--- config.mk ---
export PLATFORM = sky130hd
export DESIGN_NAME = oled_text_scheduler
export DESIGN_NICKNAME = d
export VERILOG_FILES = /design/src/rtl/oled_text_scheduler.sv
export SDC_FILE = /design/constraint.sdc
export NUM_CORES = 2
export LEC_CHECK = 0
export CELL_PAD_IN_SITES_DETAIL_PLACEMENT = 1
export CELL_PAD_IN_SITES_GLOBAL_PLACEMENT = 2
export CORE_ASPECT_RATIO = 1.4
export CORE_MARGIN = 8
export CORE_UTILIZATION = 40
export CTS_CLUSTER_SIZE = 28
export DETAILED_ROUTE_END_ITERATION = 8
export DONT_BUFFER_PORTS = 1
export PLACE_DENSITY_LB_ADDON = 0.3
export SLEW_MARGIN = 20
export SYNTH_ARGS = -nofsm -noshare
export SYNTH_HDL_FRONTEND = slang
export SYNTH_SLANG_ARGS = --single-unit
--- constraint.sdc ---
create_clock -name i_CLK -period 3.78 [get_ports i_CLK]
set_clock_uncertainty 0.05 [all_clocks]
set_input_delay 0.378 -clock i_CLK [delete_from_list [all_inputs] [get_ports i_CLK]]
set_output_delay 0.378 -clock i_CLK [all_outputs]
set_load 0.005 [all_outputs]
--- src/rtl/oled_text_scheduler.sv ---
// oled_text_scheduler
// Owns a NUM_ASCII_COL x NUM_ASCII_ROW character framebuffer and drives the
// OLED interface command port. Content changes trigger a fill_screen
// (after a clear) and/or a pixel_display command, spaced by MIN_GAP_TICKS.
//
// Ports:
//   i_CLK, i_RST_N          clock, synchronous active-low reset
//   i_WR_EN/COL/ROW/CHAR    random-access character write
//   i_CLEAR                 clear-screen pulse (wins over a same-cycle write)
//   i_TEXT_COLOR            text colour, sampled when a command is issued
//   i_BACKGROUND_COLOR      background colour, sampled when a command is issued
//   i_OLED_READY            interface ready (asynchronous, synchronised here)
//   o_MODE                  01 = fill_screen, 10 = pixel_display
//   o_START                 level request, held until the interface accepts
//   o_ASCII                 framebuffer snapshot, row 0 col 0 in the MSB byte
//   o_TEXT_COLOR            colour captured at issue
//   o_BACKGROUND_COLOR      colour captured at issue
//   o_BUSY                  high whenever the sequencer is not idle
//   o_FRAME_DONE            1-cycle pulse when a pixel_display completes
//   o_WR_ERR                1-cycle pulse on an out-of-range write
//   o_TIMEOUT               1-cycle pulse on accept timeout
//
// Optional feature macro: OLED_SCHED_TIMEOUT_EN (accept timeout with retry).
module oled_text_scheduler #(
    parameter int unsigned NUM_ASCII_COL = 12,
    parameter int unsigned NUM_ASCII_ROW = 8,
    parameter int unsigned N_COLOR_BITS  = 8,
    parameter int unsigned MIN_GAP_TICKS = 500000,
    parameter int unsigned TIMEOUT_TICKS = 1000000
) (
    input  logic                                   i_CLK,
    input  logic                                   i_RST_N,
    input  logic                                   i_WR_EN,
    input  logic [3:0]                             i_WR_COL,
    input  logic [2:0]                             i_WR_ROW,
    input  logic [7:0]                             i_WR_CHAR,
    input  logic                                   i_CLEAR,
    input  logic [N_COLOR_BITS-1:0]                i_TEXT_COLOR,
    input  logic [N_COLOR_BITS-1:0]                i_BACKGROUND_COLOR,
    input  logic                                   i_OLED_READY,
    output logic [1:0]                             o_MODE,
    output logic                                   o_START,
    output logic [NUM_ASCII_COL*NUM_ASCII_ROW*8-1:0] o_ASCII,
    output logic [N_COLOR_BITS-1:0]                o_TEXT_COLOR,
    output logic [N_COLOR_BITS-1:0]                o_BACKGROUND_COLOR,
    output logic                                   o_BUSY,
    output logic                                   o_FRAME_DONE,
    output logic                                   o_WR_ERR,
    output logic                                   o_TIMEOUT
);

    localparam int unsigned CELLS  = NUM_ASCII_COL * NUM_ASCII_ROW;
    localparam int unsigned TOTAL  = CELLS * 8;
    localparam int unsigned CELL_W = (CELLS > 1) ? $clog2(CELLS) : 1;
    localparam int unsigned GAP_W  = (MIN_GAP_TICKS > 1) ? $clog2(MIN_GAP_TICKS) : 1;

    localparam logic [1:0] MODE_FILL = 2'b01;
    localparam logic [1:0] MODE_PIX  = 2'b10;

    typedef enum logic [1:0] {
        S_IDLE,
        S_ISSUE,
        S_WAIT_DONE,
        S_GAP
    } state_t;

    // READY synchroniser
    logic rdy_meta;
    logic rdy_s;

    always_ff @(posedge i_CLK) begin
        if (!i_RST_N) begin
            rdy_meta <= 1'b0;
            rdy_s    <= 1'b0;
        end else begin
            rdy_meta <= i_OLED_READY;
            rdy_s    <= rdy_meta;
        end
    end

    // Write decode; a clear in the same cycle drops the write entirely
    logic              wr_in_range;
    logic              wr_ok;
    logic              wr_bad;
    logic [CELL_W-1:0] wr_idx;

    assign wr_in_range = (32'(i_WR_COL) < NUM_ASCII_COL) && (32'(i_WR_ROW) < NUM_ASCII_ROW);
    assign wr_ok       = i_WR_EN && !i_CLEAR && wr_in_range;
    assign wr_bad      = i_WR_EN && !i_CLEAR && !wr_in_range;
    assign wr_idx      = CELL_W'(i_WR_ROW) * CELL_W'(NUM_ASCII_COL) + CELL_W'(i_WR_COL);

    // Framebuffer storage, cell index = row*NUM_ASCII_COL + col
    logic [7:0] fb [CELLS];
    logic       wr_err_q;

    always_ff @(posedge i_CLK) begin
        if (!i_RST_N) begin
            for (int unsigned k = 0; k < CELLS; k++) fb[k] <= 8'h20;
            wr_err_q <= 1'b0;
        end else begin
            wr_err_q <= wr_bad;
            if (i_CLEAR) begin
                for (int unsigned k = 0; k < CELLS; k++) fb[k] <= 8'h20;
            end else if (wr_ok) begin
                fb[wr_idx] <= i_WR_CHAR;
            end
        end
    end

    // Flatten so cell 0 lands in the most significant byte
    logic [TOTAL-1:0] fb_flat;

    always_comb begin
        fb_flat = '0;
        for (int unsigned k = 0; k < CELLS; k++) begin
            fb_flat[TOTAL-1-8*k -: 8] = fb[k];
        end
    end

    // Sequencer registers
    state_t                  state,      state_d;
    logic [1:0]              mode_q,     mode_d;
    logic                    start_q,    start_d;
    logic [N_COLOR_BITS-1:0] txt_q,      txt_d;
    logic [N_COLOR_BITS-1:0] bg_q,       bg_d;
    logic                    busy_q,     busy_d;
    logic                    fdone_q,    fdone_d;
    logic [GAP_W-1:0]        gap_cnt,    gap_d;
    logic                    dirty,      dirty_d;
    logic                    clr_pend,   clr_d;
    logic                    rdy_seen,   seen_d;
    logic [TOTAL-1:0]        snap_q,     snap_d;
    logic                    accept;
`ifdef OLED_SCHED_TIMEOUT_EN
    logic [31:0]             to_cnt,     to_d;
    logic                    timeout_q,  timeout_d;
`endif

    // Accept only counts once READY has been seen high (interface power-on done)
    assign accept = rdy_seen && !rdy_s;

    always_ff @(posedge i_CLK) begin
        if (!i_RST_N) begin
            state     <= S_IDLE;
            mode_q    <= '0;
            start_q   <= 1'b0;
            txt_q     <= '0;
            bg_q      <= '0;
            busy_q    <= 1'b0;
            fdone_q   <= 1'b0;
            gap_cnt   <= '0;
            dirty     <= 1'b0;
            clr_pend  <= 1'b0;
            rdy_seen  <= 1'b0;
            snap_q    <= {CELLS{8'h20}};
`ifdef OLED_SCHED_TIMEOUT_EN
            to_cnt    <= '0;
            timeout_q <= 1'b0;
`endif
        end else begin
            state     <= state_d;
            mode_q    <= mode_d;
            start_q   <= start_d;
            txt_q     <= txt_d;
            bg_q      <= bg_d;
            busy_q    <= busy_d;
            fdone_q   <= fdone_d;
            gap_cnt   <= gap_d;
            dirty     <= dirty_d;
            clr_pend  <= clr_d;
            rdy_seen  <= seen_d;
            snap_q    <= snap_d;
`ifdef OLED_SCHED_TIMEOUT_EN
            to_cnt    <= to_d;
            timeout_q <= timeout_d;
`endif
        end
    end

    // Next-state and registered-output logic
    always_comb begin
        state_d = state;
        mode_d  = mode_q;
        start_d = start_q;
        txt_d   = txt_q;
        bg_d    = bg_q;
        fdone_d = 1'b0;
        gap_d   = gap_cnt;
        dirty_d = dirty;
        clr_d   = clr_pend;
        seen_d  = rdy_seen | rdy_s;
        snap_d  = snap_q;
`ifdef OLED_SCHED_TIMEOUT_EN
        to_d      = '0;
        timeout_d = 1'b0;
`endif

        case (state)
            S_IDLE: begin
                if (clr_pend) begin
                    mode_d  = MODE_FILL;
                    txt_d   = i_TEXT_COLOR;
                    bg_d    = i_BACKGROUND_COLOR;
                    clr_d   = 1'b0;
                    start_d = 1'b1;
                    state_d = S_ISSUE;
                end else if (dirty) begin
                    snap_d  = fb_flat;
                    mode_d  = MODE_PIX;
                    txt_d   = i_TEXT_COLOR;
                    bg_d    = i_BACKGROUND_COLOR;
                    dirty_d = 1'b0;
                    start_d = 1'b1;
                    state_d = S_ISSUE;
                end
            end
            S_ISSUE: begin
                if (accept) begin
                    start_d = 1'b0;
                    state_d = S_WAIT_DONE;
                end
`ifdef OLED_SCHED_TIMEOUT_EN
                else if (to_cnt == 32'(TIMEOUT_TICKS - 1)) begin
                    // Abort and re-arm the request so it is retried after the gap
                    start_d   = 1'b0;
                    timeout_d = 1'b1;
                    gap_d     = '0;
                    state_d   = S_GAP;
                    if (mode_q == MODE_FILL) clr_d = 1'b1;
                    else                     dirty_d = 1'b1;
                end else begin
                    to_d = to_cnt + 32'd1;
                end
`endif
            end
            S_WAIT_DONE: begin
                if (rdy_s) begin
                    gap_d   = '0;
                    fdone_d = (mode_q == MODE_PIX);
                    state_d = S_GAP;
                end
            end
            S_GAP: begin
                if (gap_cnt == GAP_W'(MIN_GAP_TICKS - 1)) state_d = S_IDLE;
                else                                      gap_d = gap_cnt + GAP_W'(1);
            end
            default: state_d = S_IDLE;
        endcase

        // New content always re-arms, even in the cycle a request is consumed
        if (i_CLEAR) begin
            clr_d   = 1'b1;
            dirty_d = 1'b1;
        end else if (wr_ok) begin
            dirty_d = 1'b1;
        end

        busy_d = (state_d != S_IDLE);
    end

    assign o_MODE             = mode_q;
    assign o_START            = start_q;
    assign o_ASCII            = snap_q;
    assign o_TEXT_COLOR       = txt_q;
    assign o_BACKGROUND_COLOR = bg_q;
    assign o_BUSY             = busy_q;
    assign o_FRAME_DONE       = fdone_q;
    assign o_WR_ERR           = wr_err_q;

`ifdef OLED_SCHED_TIMEOUT_EN
    assign o_TIMEOUT = timeout_q;
`else
    logic unused_timeout_param;
    assign unused_timeout_param = (TIMEOUT_TICKS == 0);
    assign o_TIMEOUT = 1'b0;
`endif

endmodule
==> impl_metrics.csv <==
group,metric,value,unit
status,status,"finished, final reports clean",
timing,hold_viol_final,0,
grt,grtUsageTotal,30.5,%
logic_synthesis,synth-seq-cells,1584,
logic_synthesis,netlist.area_leader.share,40.5,%
place,placed_area,59800,um^2
floorplan,rows,164,
place,place_ws,136,ps
logic_synthesis,yosysSeqAreaShare,69.1,%
layout,final_cells,7592,
power_and_ir_drop,vdd_drop_max,0.452,mV
timing,rsz0062_at_grt,"no",
layout,stdcell_area,65600,um^2
routing,wirelength,243000,um
floorplan,die-area,155000,um^2
floorplan,io_pins,827,
routing,drt-pass1-iter-count,5,
routing,drc,0,
cts,cts_resized,0,
timing,setup_slack,585,ps
power_and_ir_drop,p_sw_share,25.3,%
routing,drtIter0Drc,2903,
place,place_inst,7242,
layout,nets,5579,
cts,h-tree-depth,4,
logic_synthesis,ys_top_cells_by_count,"1699 x nand2_1, 816 x dfxtp_1, 768 x edfxtp_1",
timing,fin_crit_sh,84.5,%
logic_synthesis,synth_edf_count,768,
routing,ant_nets,0,
grt,grt_max_degree,116,
power_and_ir_drop,seqPwrFrac,51.3,%
routing,vias,41500,
cts,cts_buffers,156,
timing,maxSlewHeadroom,27.8,%
logic_synthesis,ys_types,54,
logic_synthesis,synth_most_common_cell,"nand2_1",
logic_synthesis,async_flop_share,0,%
cts,clk_latency,800,ps
cts,cts_hold_buf,44,
grt,grt_pass1_wl,336000,um
setup_path,required,4140,ps
setup_path,endpoint_kind,"register",
place,dp_hpwl,169000,um
power_and_ir_drop,pwr-share-comb,6.7,%
power_and_ir_drop,cellLeakagePower,23.0,nW
logic_synthesis,yosys_warnings,0,
floorplan,die_h,463,um
power_and_ir_drop,p_per_area,585,nW/um^2
run,maxCapViolCount,0,
routing,post_drt_wl_per_cell,32.0,um
routing,viasPerCell,5.46,
power_and_ir_drop,p_total,38.4,mW
logic_synthesis,synth_top_cell_by_area,"edfxtp_1",
setup_path,crit_type,"input port to register",
logic_synthesis,synthesis.area,57000,um^2
cts,cts-root-buf,"clkbuf_16",
place,routabilityCongestion,0.875,
timing,worst_slew_pin_slew,1080,ps
logic_synthesis,ys.flop_type,"dfxtp_1",
setup_path,cp-start-kind,"input port",
logic_synthesis,netlist_instances,5543,
cts,clock_path_buffers,3,
cts,cts_setup_buffers,0,
cts,cts_sinks,1584,
cts,cts_tree,"done",
timing,max_freq,313,MHz
setup_path,crit_arrival,3560,ps
floorplan,core,142000,um^2
timing,fin_tns_setup,0,ps
grt,grt_overflow,0,
timing,slew_viol_final,0,
worst_hold_path,min_path_type,"input port to register",
power_and_ir_drop,power.switching,9.73,mW
logic_synthesis,synth.net_count,5587,
grt,grt_pass1_vias,41800,
logic_synthesis,avgSynthCellArea,10.3,um^2
power_and_ir_drop,internal-power,28.7,mW
layout,areaGrowthSynthToFinish,15.2,%
grt,antenna_found_initial,7,
timing,finalSetupViolCount,0,
logic_synthesis,synth_area_leaders,"edfxtp_1 40%, dfxtp_1 29%, nand2_1 11%, a21oi_1 6.2%, and2_1 3.7%",
floorplan,die_x,335,um
timing,period_needed,3190,ps
setup_path,cp_max_fo,12,
place,io_buffers,0,
layout,layout-drive-gt1-share,8.53,%
power_and_ir_drop,pwr-share-clk,42.0,%
cts,clk_pin_slew,60,ps
floorplan,initial_utilization,40.1,%
## power groups by stage
stage / clock (mW) / sequential (mW) / combinational (mW)
floorplan: 0 / 19.5 / 1.48
CTS: 16.4 / 19.7 / 2.61
global placement: 0 / 20.1 / 2.30
global route: 17.0 / 19.8 / 2.79
finish: 16.1 / 19.7 / 2.59
detailed placement: 0 / 20.1 / 2.36
## kinds of logic (layout without fill, tap and decap cells)
| kind of cell | count (synthesis) | count (layout) | share of synthesized area, % |
|---|---|---|---|
| compound gates | 824 | 824 | 7.34 |
| xor+xnor | 15 | 15 | 0.257 |
| fa+ha+maj | 8 | 8 | 0.202 |
| buf+inv | 408 | 536 | 2.82 |
| flops | 1584 | 1584 | 69.1 |
| other cells | 1 | 13 | 0.00658 |
| simple gates | 2703 | 2703 | 20.2 |
## state kept, by name (all words and copies together), names as in the netlist
name,cells
state,2
o_WR_ERR,1
rdy_s,1
o_TEXT_COLOR,8
o_FRAME_DONE,1
dirty,1
o_BACKGROUND_COLOR,8
o_START,1
clr_pend,1
o_ASCII,768
fb,768
o_MODE,2
rdy_seen,1
gap_cnt,19
o_BUSY,1
rdy_meta,1
## final cells by class
cell class                 instances  area (um^2)
antenna                           12         30.0
multi-input combinational       3551        16100
timing repair buffer             232         2410
inverter                          10         45.0
fill                           15500        76400
sequential                      1584        39400
clock buffer                     232         4650
clock inverter                    62          599
tap                             1909         2390
## per-layer routing
layer / routed length [um] / GRT usage (%)
met1: 87400 / 33.9
met2: 117000 / 50.7
met3: 30700 / 15.2
met4: 8290 / 10.2
met5: 0 / 0
## final timing paths
kind	from	to	slack, ps	cells past startpoint
hold / removal	i_WR_CHAR[2]	fb[64][2]$_SDFFCE_PN0P_	60	2
hold reg to reg	fb[90][5]$_SDFFCE_PN1P_	o_ASCII[45]$_SDFFE_PN1P_	410	2
setup reg to reg	state[1]$_SDFF_PN0_	o_ASCII[549]$_SDFFE_PN1P_	710	8
setup / recovery	i_WR_COL[3]	fb[58][2]$_SDFFCE_PN0P_	590	6
## through the flow
step	util [%]	hold slack, ps
final	46.2	60.3
after global routing	46.2	12.0
after CTS	46.2	2.78
after detailed placement	42.1	394
after global placement	42.1	387
after floorplan	-	362
## critical path, stage by stage
cell           delay [ps]
dlygate4sd3_1         590
a21bo_2               250
nor3_1                420
nand2_1               770
buf_4                 470
o21ai_1               650
## cells in the final DEF (no fill, tap or decap), types with 5 or more instances in the layout
cell type and n:
nand2_1 1698, or3_1 48, clkinv_1 6, edfxtp_1 768
a21oi_1 699, nand3_1 111, xnor2_1 8, buf_16 9
nor3_1 15, dfxtp_1 816, clkinvlp_4 6, o21ai_2 12
nand2b_1 15, clkinv_2 32, xor2_1 5, inv_1 9
o21ai_1 53, and2_1 338, diode_2 12, clkbuf_1 41
nand4_1 19, buf_4 156, clkbuf_8 25, buf_12 32
nor2_1 420, o21ai_0 36, ha_1 6, bufinv_16 10
dlygate4sd3_1 35, nor3_2 5, clkbuf_16 166
Power figures use the tool's default switching activity.
